### src/rtl/div_seq_unit.sv
`timescale 1ns/1ps
// ---------------------------------------------------------------------------
// div_seq_unit
//   Sequential restoring divider. It produces one quotient bit per clock.
//   After a start is accepted the unit spends one LOAD cycle, then WIDTH CALC
//   cycles, then pulses done for one cycle in DONE. A zero divisor
//   short-circuits from LOAD straight to DONE. Results are held in output
//   registers, so intermediate values of the iteration are never visible.
//
//   Optional feature: define DIV_SIGNED_EN to add two's-complement division.
//   This adds the signed_mode input and a one-cycle FIX state, which fixes
//   up the signs after an unsigned magnitude division.
//
// Parameters
//   WIDTH        operand / result width in bits (4..32), default 16
//
// Ports
//   clk          clock; all state changes on its rising edge
//   reset_a_n    asynchronous active-low reset; abandons any division
//   start        request, accepted in IDLE or DONE
//   dividend     numerator, captured on accept
//   divisor      denominator, captured on accept
//   signed_mode  (DIV_SIGNED_EN only) treat the operands as signed
//   busy         high in LOAD, CALC and FIX
//   done         one-cycle pulse; the results are valid from this cycle
//   quotient     registered quotient
//   remainder    registered remainder
//   div_by_zero  registered flag for the last completed result
//   err          high for any cycle in which start is seen while busy
// ---------------------------------------------------------------------------
module div_seq_unit #(
    parameter int unsigned WIDTH = 16
) (
    input  logic             clk,
    input  logic             reset_a_n,
    input  logic             start,
    input  logic [WIDTH-1:0] dividend,
    input  logic [WIDTH-1:0] divisor,
`ifdef DIV_SIGNED_EN
    input  logic             signed_mode,
`endif
    output logic             busy,
    output logic             done,
    output logic [WIDTH-1:0] quotient,
    output logic [WIDTH-1:0] remainder,
    output logic             div_by_zero,
    output logic             err
);

    localparam int unsigned      CNT_W     = $clog2(WIDTH + 1);
    localparam logic [CNT_W-1:0] LAST_STEP = CNT_W'(WIDTH - 1);

    typedef enum logic [2:0] {
        S_IDLE,
        S_LOAD,
        S_CALC,
`ifdef DIV_SIGNED_EN
        S_FIX,
`endif
        S_DONE
    } state_t;

    state_t           state_q, state_d;

    // Captured operands. In LOAD, dvs_q is replaced by its magnitude.
    logic [WIDTH-1:0] dvd_q, dvd_d;
    logic [WIDTH-1:0] dvs_q, dvs_d;

    // Working registers of the restoring iteration: the partial remainder,
    // and the shift register that starts as the dividend and ends as the
    // quotient.
    logic [WIDTH-1:0] rem_q, rem_d;
    logic [WIDTH-1:0] quo_q, quo_d;
    logic [CNT_W-1:0] cnt_q, cnt_d;

    // Output registers. They only change when a result is committed.
    logic [WIDTH-1:0] quotient_q, quotient_d;
    logic [WIDTH-1:0] remainder_q, remainder_d;
    logic             dbz_q, dbz_d;

    // Magnitudes used to seed the iteration.
    logic [WIDTH-1:0] dvd_mag;
    logic [WIDTH-1:0] dvs_mag;

`ifdef DIV_SIGNED_EN
    logic             smode_q, smode_d;
    logic             qneg_q, qneg_d;   // quotient must be negated in FIX
    logic             rneg_q, rneg_d;   // remainder takes the dividend's sign
    logic             dvd_neg, dvs_neg;

    assign dvd_neg = smode_q & dvd_q[WIDTH-1];
    assign dvs_neg = smode_q & dvs_q[WIDTH-1];
    // The most-negative value maps to itself, which is its correct unsigned
    // magnitude, so most-negative / -1 needs no special case.
    assign dvd_mag = dvd_neg ? ('0 - dvd_q) : dvd_q;
    assign dvs_mag = dvs_neg ? ('0 - dvs_q) : dvs_q;
`else
    assign dvd_mag = dvd_q;
    assign dvs_mag = dvs_q;
`endif

    // One restoring step. Shift {rem,quo} left by one, then trial-subtract
    // the divisor over WIDTH+1 bits, so the bit shifted out of rem is kept.
    logic [WIDTH:0]   rem_sh;
    logic [WIDTH:0]   trial;
    logic [WIDTH:0]   kept;
    logic             fits;
    logic [WIDTH-1:0] rem_step;
    logic [WIDTH-1:0] quo_step;
    logic             unused_kept_msb;

    assign rem_sh   = {rem_q, quo_q[WIDTH-1]};
    assign fits     = (rem_sh >= {1'b0, dvs_q});
    assign trial    = rem_sh - {1'b0, dvs_q};
    assign kept     = fits ? trial : rem_sh;
    // The kept value is always below the divisor, so its top bit is zero.
    assign rem_step = kept[WIDTH-1:0];
    assign unused_kept_msb = kept[WIDTH];
    assign quo_step = {quo_q[WIDTH-2:0], fits};

    always_ff @(posedge clk or negedge reset_a_n) begin
        if (!reset_a_n) begin
            state_q     <= S_IDLE;
            dvd_q       <= '0;
            dvs_q       <= '0;
            rem_q       <= '0;
            quo_q       <= '0;
            cnt_q       <= '0;
            quotient_q  <= '0;
            remainder_q <= '0;
            dbz_q       <= 1'b0;
`ifdef DIV_SIGNED_EN
            smode_q     <= 1'b0;
            qneg_q      <= 1'b0;
            rneg_q      <= 1'b0;
`endif
        end else begin
            state_q     <= state_d;
            dvd_q       <= dvd_d;
            dvs_q       <= dvs_d;
            rem_q       <= rem_d;
            quo_q       <= quo_d;
            cnt_q       <= cnt_d;
            quotient_q  <= quotient_d;
            remainder_q <= remainder_d;
            dbz_q       <= dbz_d;
`ifdef DIV_SIGNED_EN
            smode_q     <= smode_d;
            qneg_q      <= qneg_d;
            rneg_q      <= rneg_d;
`endif
        end
    end

    always_comb begin
        state_d     = state_q;
        dvd_d       = dvd_q;
        dvs_d       = dvs_q;
        rem_d       = rem_q;
        quo_d       = quo_q;
        cnt_d       = cnt_q;
        quotient_d  = quotient_q;
        remainder_d = remainder_q;
        dbz_d       = dbz_q;
`ifdef DIV_SIGNED_EN
        smode_d     = smode_q;
        qneg_d      = qneg_q;
        rneg_d      = rneg_q;
`endif

        unique case (state_q)
            S_IDLE: begin
                if (start) begin
                    dvd_d   = dividend;
                    dvs_d   = divisor;
`ifdef DIV_SIGNED_EN
                    smode_d = signed_mode;
`endif
                    state_d = S_LOAD;
                end
            end

            S_LOAD: begin
                if (dvs_q == '0) begin
                    quotient_d  = '1;
                    remainder_d = dvd_q;
                    dbz_d       = 1'b1;
                    state_d     = S_DONE;
                end else begin
                    rem_d   = '0;
                    quo_d   = dvd_mag;
                    dvs_d   = dvs_mag;
                    cnt_d   = '0;
`ifdef DIV_SIGNED_EN
                    qneg_d  = dvd_neg ^ dvs_neg;
                    rneg_d  = dvd_neg;
`endif
                    state_d = S_CALC;
                end
            end

            S_CALC: begin
                rem_d = rem_step;
                quo_d = quo_step;
                cnt_d = cnt_q + CNT_W'(1);
                if (cnt_q == LAST_STEP) begin
                    quotient_d  = quo_step;
                    remainder_d = rem_step;
                    dbz_d       = 1'b0;
                    state_d     = S_DONE;
`ifdef DIV_SIGNED_EN
                    // Signed results are committed by FIX, so the outputs
                    // keep their old values for one more cycle.
                    if (smode_q) begin
                        quotient_d  = quotient_q;
                        remainder_d = remainder_q;
                        dbz_d       = dbz_q;
                        state_d     = S_FIX;
                    end
`endif
                end
            end

`ifdef DIV_SIGNED_EN
            S_FIX: begin
                quotient_d  = qneg_q ? ('0 - quo_q) : quo_q;
                remainder_d = rneg_q ? ('0 - rem_q) : rem_q;
                dbz_d       = 1'b0;
                state_d     = S_DONE;
            end
`endif

            S_DONE: begin
                if (start) begin
                    dvd_d   = dividend;
                    dvs_d   = divisor;
`ifdef DIV_SIGNED_EN
                    smode_d = signed_mode;
`endif
                    state_d = S_LOAD;
                end else begin
                    state_d = S_IDLE;
                end
            end

            default: state_d = S_IDLE;
        endcase
    end

    assign busy        = !((state_q == S_IDLE) || (state_q == S_DONE));
    assign done        = (state_q == S_DONE);
    assign err         = start && busy;
    assign quotient    = quotient_q;
    assign remainder   = remainder_q;
    assign div_by_zero = dbz_q;

endmodule

### config.mk
export PLATFORM = sky130hd
export DESIGN_NAME = div_seq_unit
export DESIGN_NICKNAME = d
export VERILOG_FILES = /design/src/rtl/div_seq_unit.sv
export SDC_FILE = /design/constraint.sdc
export NUM_CORES = 1
export LEC_CHECK = 0
export CORE_AREA = 2 2 109 111
export CTS_CLUSTER_SIZE = 20
export DETAILED_ROUTE_END_ITERATION = 12
export DIE_AREA = 0 0 111 113
export GPL_TIMING_DRIVEN = 1
export PLACE_DENSITY_LB_ADDON = 0.1
export SLEW_MARGIN = 15
export SYNTH_ARGS = -nofsm -noshare
export SYNTH_HDL_FRONTEND = slang
export SYNTH_SLANG_ARGS = --single-unit
### constraint.sdc
create_clock -name clk -period 5.5 [get_ports clk]
set_input_delay 0.55 -clock clk [delete_from_list [all_inputs] [get_ports clk]]
set_output_delay 0.55 -clock clk [all_outputs]
set_load 0.02 [all_outputs]
==> reports/metrics.csv, run 1 <==
metric;value;unit
clock sinks;104;
Slew HR;34.0;%
Starting Density;49.5;%
# DRC;0;
die area;0.0125;mm²
core area;0.0113;mm²
Seq/Total Area, Yosys;46.6;%
H-tree depth;3;
CP required;5.69;ns
RSZ-0062 raised after global routing;no;
Synth async-reset ratio;100;%
Slew Limit Fails;0;
Rows;39;
Clock power frac;15.2;%
Resized Gates After CTS;0;
part of the power in registers;29.8;%
post-route cell area;0.00669;mm²
mux cell area share after synthesis;8.72;%
crit path DAT;3.32;ns
Cell Chain, Critical Path;inv_1, ha_1, clkinv_1, nor2_4, or2_2, o21ai_0;
# diodes;0;
status;complete, no violations;
fin crit share;57.0;%
chip height;113;µm
Critical-path top delay cell;or2_2;
Port-buffer cells;70;
Synth area leader;dfrtp_1;
Post-Syn Area;0.00558;mm²
Util after Layout;59.4;%
hold crit path type;in2async;
Total Neg Setup Slack;0;ns
Final Hold Vio Count;0;
top post-synthesis cells by area;dfrtp_1 47%, o21ai_0 6.5%, mux2i_1 5.0%;
vias per std cell;5.69;
Post-Synth XOR/XNOR Area;2.04;%
Reg clk slew, reported paths;0.07;ns
Max Cap Violations;0;
filler instances;1014;
Net Count, Synth;641;
router iterations before antenna repair;4;
Detailed Route Iter0 Violations;229;
Worst Setup End Kind;flop;
Worst Path Buf+Inv;2;
worst-path fanout max;57;
Fmax achieved;319;MHz
first-pass GRT wire length;22100;µm
Remaining Overflow, GRT;0;
fin nets;695;
Post-Route WL;13200;µm
Peak VDD IR;408;µV
Syn Inst Count;583;
Synth Area in Compound Gates;20.9;%
vias in the first global route;4406;
dominant synthesized flop cell;dfrtp_1;
synth warn;0;
commonest cells after routing, fill and taps aside;104 x dfrtp_1, 73 x o21ai_0, 69 x clkdlybuf4s50_1;
WL/cell;16.8;µm
Worst Max-Slew Pin Slew;0.990;ns
Synth Area in Adders;5.29;%
Inserted Clock Buffers;9;
CTS tree;yes;
Detail Placement HPWL;9240;µm
Largest stage delay, worst path;0.86;ns
Hold Buf Count CTS;0;
clk_lat worst skew;0.36;ns
Post-Synth Simple-Gate Area;10.8;%
chip width;111;µm
leading cell type in the layout, fill and taps excluded;dfrtp_1;
setup violators final;0;
maximum clock path buffer count;2;
initial antenna violation count;0;
Final min period;3.14;ns
Pint;2.61;mW
Final ANT Viol Nets;0;
synthesis-stage register bit count;104;
cell family with most CP delay;simple AND/OR/NAND/NOR gates;
library cells used by synthesis;60;
Mean Syn Cell Area;9.57;µm²
number of synthesized flops with an enable pin;0;
Placed Area;0.00633;mm²
critical path type;reg2reg;
sw frac;44.3;%
largest family of logic cells by synthesized area;compound AO/OA/AOI/OAI gates;
final clock skew;0.00806;ns
via count;4469;
Cell Pwr Density;701;mW/mm²
Net Sw Power;2.08;mW
pin count of the biggest net entering global routing;58;
Leak;2.93;nW
share of layout cells above drive strength 1;8.41;%
area of the multi-input gates;0.00267;mm²
post-CTS setup buffer count;0;
Clock Tree Root;clkbuf_16;
IO Count;71;
Global Route Usage Sum;22.2;%
final total power;4.69;mW
Reg area;0.00260;mm²
combinational power share;55.0;%
placer congestion estimate;0.880;
Min Hold Slack;0.210;ns
top-area cell type share of the netlist area;46.6;%
crit path launch type;flop;
Area growth syn-to-layout;19.9;%
## worst register-to-register path, delay by kind of cell, from the launching register on
family / cells / cell delay [ns]
AOI/OAI and AO/OA: 1 / 0.25
adders and majority gates: 1 / 0.27
buffers and inverters: 2 / 0.61
DFF: 1 / 0.41
and+or+nand+nor: 2 / 1.42
## stage by stage
step / setup slack, ns / cells
2_1_floorplan: 3.25 / 583
3_3_place_gp: 2.64 / 768
3_5_place_dp: 2.40 / 768
4_1_cts: 2.38 / 784
5_1_grt: 1.99 / 785
6_report: 2.36 / 785
## cells by family after synthesis
group                      count (synthesis)
muxes                                     46
adders and majority gates                 23
buffers and inverters                     73
AOI/OAI and AO/OA                        194
xor gates and xnor gates                  13
and+or+nand+nor                          130
DFF                                      104
## worst paths after layout
path	from	end	slack (ns)	depth (start not counted)
worst max-delay path	state_q[1]	quo_q[3]	2.36	6
worst min-delay path	reset_a_n	dvd_mag[2]	0.21	1
worst max register to register	state_q[1]	quo_q[3]	2.36	6
worst min register to register	cnt_q[4]	cnt_q[4]	0.49	2
max in group asynchronous	reset_a_n	quotient[11]	4.14	2
min in group clk	cnt_q[4]	cnt_q[4]	0.49	2
## flip-flops by register name, summed over array words and instances, names as in the netlist
| signal | cells |
|---|---|
| cnt_q | 5 |
| div_by_zero | 1 |
| dvd_mag | 16 |
| dvs_mag | 16 |
| quo_q | 16 |
| quotient | 16 |
| rem_q | 16 |
| remainder | 16 |
| state_q | 2 |
## layout make-up
class	count	share of cell area, %
inverters	42	2.36
flip-flops and latches	104	38.9
repair buffers	74	11.2
multi-input cells	406	39.9
clock buffers	10	3.57
clock inverters	6	1.37
well taps	143	2.67
## power groups by stage
stage               Combinational (mW)  Clock [mW]  Sequential (mW)
floorplan                         1.79           0             1.45
detailed placement                2.56           0             1.40
global placement                  2.49           0             1.40
CTS                               2.57       0.725             1.40
global route                      2.88       0.754             1.44
finish                            2.58       0.711             1.40
## metal layers
layer	vias up	GRT usage (%)	routed length, µm
met5	-	0	0
met4	0	5.67	152
met3	12	5.46	534
met2	85	35.4	6220
met1	2210	30.8	6290
li1	2162	-	-
## synthesized netlist by cell type (all sizes together), types with 6 or more instances
cell type and count:
inv 41, nand2 67, o31ai 6, ha 22, a22oi 15, clkbuf 17, a21oi 28, o21ai 114
dfrtp 104, mux2 18, xnor2 10, buf 14, mux2i 28, nor2 30
No activity file was read; power rests on OpenSTA's default activity.
==> inputs of run 2 (changes only) <==
- clock period: 5.5 -> 2.55 ns (I/O delays scaled with it)
==> reports/metrics.csv, run 2 (synthesis gave the netlist of run 1 again) <==
metric;value;unit
WL/cell;17.2;µm
router iterations before antenna repair;4;
pin count of the biggest net entering global routing;58;
final clock skew;0.0120;ns
RR Endpoint;remainder[0];
clock sinks;104;
WL met1;6840;µm
Max Cap Violations;0;
Clock Tree Root;clkbuf_16;
Total Neg Setup Slack;0;ns
CTS tree;yes;
Detailed Route Iter0 Violations;303;
vias in the first global route;4645;
Largest stage delay, worst path;0.42;ns
Global Route Usage Sum;23.4;%
# DRC;0;
fin nets;722;
metal3 WL;380;µm
maximum clock path buffer count;2;
chip width;111;µm
placer congestion estimate;0.906;
setup violators final;0;
status;complete, no violations;
leading cell type in the layout, fill and taps excluded;dfrtp_1;
worst-path fanout max;16;
Slew Limit Fails;0;
dpl cells;787;
fin crit share;95.7;%
CP required;2.83;ns
Starting Density;49.5;%
Remaining Overflow, GRT;0;
clk_lat worst skew;0.36;ns
Top Layer Used;met4;
Slew HR;60.8;%
Reg clk slew, reported paths;0.07;ns
crit path DAT;2.72;ns
filler instances;993;
IO Count;71;
commonest cells after routing, fill and taps aside;104 x dfrtp_1, 70 x o21ai_0, 69 x clkdlybuf4s50_1;
critical path type;reg2reg;
H-tree depth;3;
core area;0.0113;mm²
Finished Layout Cells;812;
Final min period;2.44;ns
R2R depth;9;
chip height;113;µm
share of layout cells above drive strength 1;13.6;%
r2r startpoint;rem_q[10];
die area;0.0125;mm²
initial antenna violation count;0;
Post-Route WL;14000;µm
hold crit path type;in2async;
cell family with most CP delay;compound AO/OA/AOI/OAI gates;
Worst Setup End Kind;flop;
Cell Pwr Density;1520;mW/mm²
Reg area;0.00260;mm²
Rows;39;
Worst Max-Slew Pin Slew;0.588;ns
Peak VDD IR;838;µV
Detail Placement HPWL;10100;µm
vias per std cell;5.61;
Min Hold Slack;0.417;ns
Final Hold Vio Count;0;
Final ANT Viol Nets;0;
Worst Path Buf+Inv;1;
crit path launch type;flop;
area of the multi-input gates;0.00274;mm²
Critical-path top delay cell;ha_2;
# diodes;0;
via count;4557;
first-pass GRT wire length;23500;µm
WL met2;6520;µm
Port-buffer cells;70;
Fmax achieved;410;MHz
Area growth syn-to-layout;24.5;%
R2R Setup Slk;0.11;ns
Leak;3.05;nW
final total power;10.6;mW
Cell Chain, Critical Path;ha_2, nand2_2, o31ai_1, and2b_1, o21a_4, nor2_8, buf_12, mux2_4, o221ai_2;
Inserted Clock Buffers;9;
run 2: cell types whose count changed in the layout (fill, tap and decap cells not counted), sizes merged:
cell         delta
dlygate4sd3     +1
clkinv          -3
buf            +26
bufinv          -1
clkbuf          +1
inv             +3
run 2: how the worst max path moves through the flow:
stage	from	slack (ns)	depth (start not counted)	to
finish	rem_q[10]	0.11	9	remainder[0]
global route	quo_q[15]	-0.00005	12	remainder[12]
CTS	rem_q[10]	0.03	9	remainder[2]
detailed placement	quo_q[15]	-0.02	12	rem_q[12]
global placement	quo_q[15]	-0.04	12	rem_q[12]
floorplan	quo_q[15]	0.30	11	rem_q[12]
run 2: worst reg2reg max path, cell delays in order, from the launching register on:
cell	delay [ns]
dfrtp_1	0.41
ha_2	0.42
nand2_2	0.11
o31ai_1	0.36
and2b_1	0.20
o21a_4	0.17
nor2_8	0.05
buf_12	0.17
mux2_4	0.32
o221ai_2	0.15
run 2: metal layers:
metal	up-vias	global-route usage (%)
li1	2220	-
met1	2253	33.7
met2	71	36.9
met3	13	2.84
met4	0	8.75
met5	-	0
run 2: timing repair:
item / 4_1_cts / 5_1_grt
endpoints found under the setup margin: 4 / 28
hold buffers: 1 / 0
setup buffers: 1 / 7
resized for setup: 3 / 15
hold endpoints to repair: 40 / 0
pin swaps: 1 / 13
run 2: layout make-up:
class | instances | area share, %
clock inverter | 5 | 0.972
tap | 143 | 2.58
sequential | 104 | 37.5
timing repair buffer | 101 | 14.0
multi-input combinational | 406 | 39.4
clock buffer | 11 | 3.35
inverter | 42 | 2.27
run 2: power by group:
group | leakage (nW) | internal, mW | switching, mW | total (mW)
sequential | 1.29 | 2.42 | 0.590 | 3.01
combinational | 1.62 | 2.70 | 3.42 | 6.12
clock | 0.147 | 0.781 | 0.664 | 1.45
total | 3.05 | 5.89 | 4.68 | 10.6
run 2: per-stage QoR:
stage | setup slack [ns] | util (%) | cell area (µm²)
after CTS | 0.0259 | 60.6 | 6830
after global placement | -0.0377 | 57.7 | 6500
after detailed placement | -0.0241 | 57.7 | 6500
after floorplan | 0.295 | - | 5580
final | 0.110 | 61.6 | 6950
after global routing | -0.0000515 | 61.6 | 6950
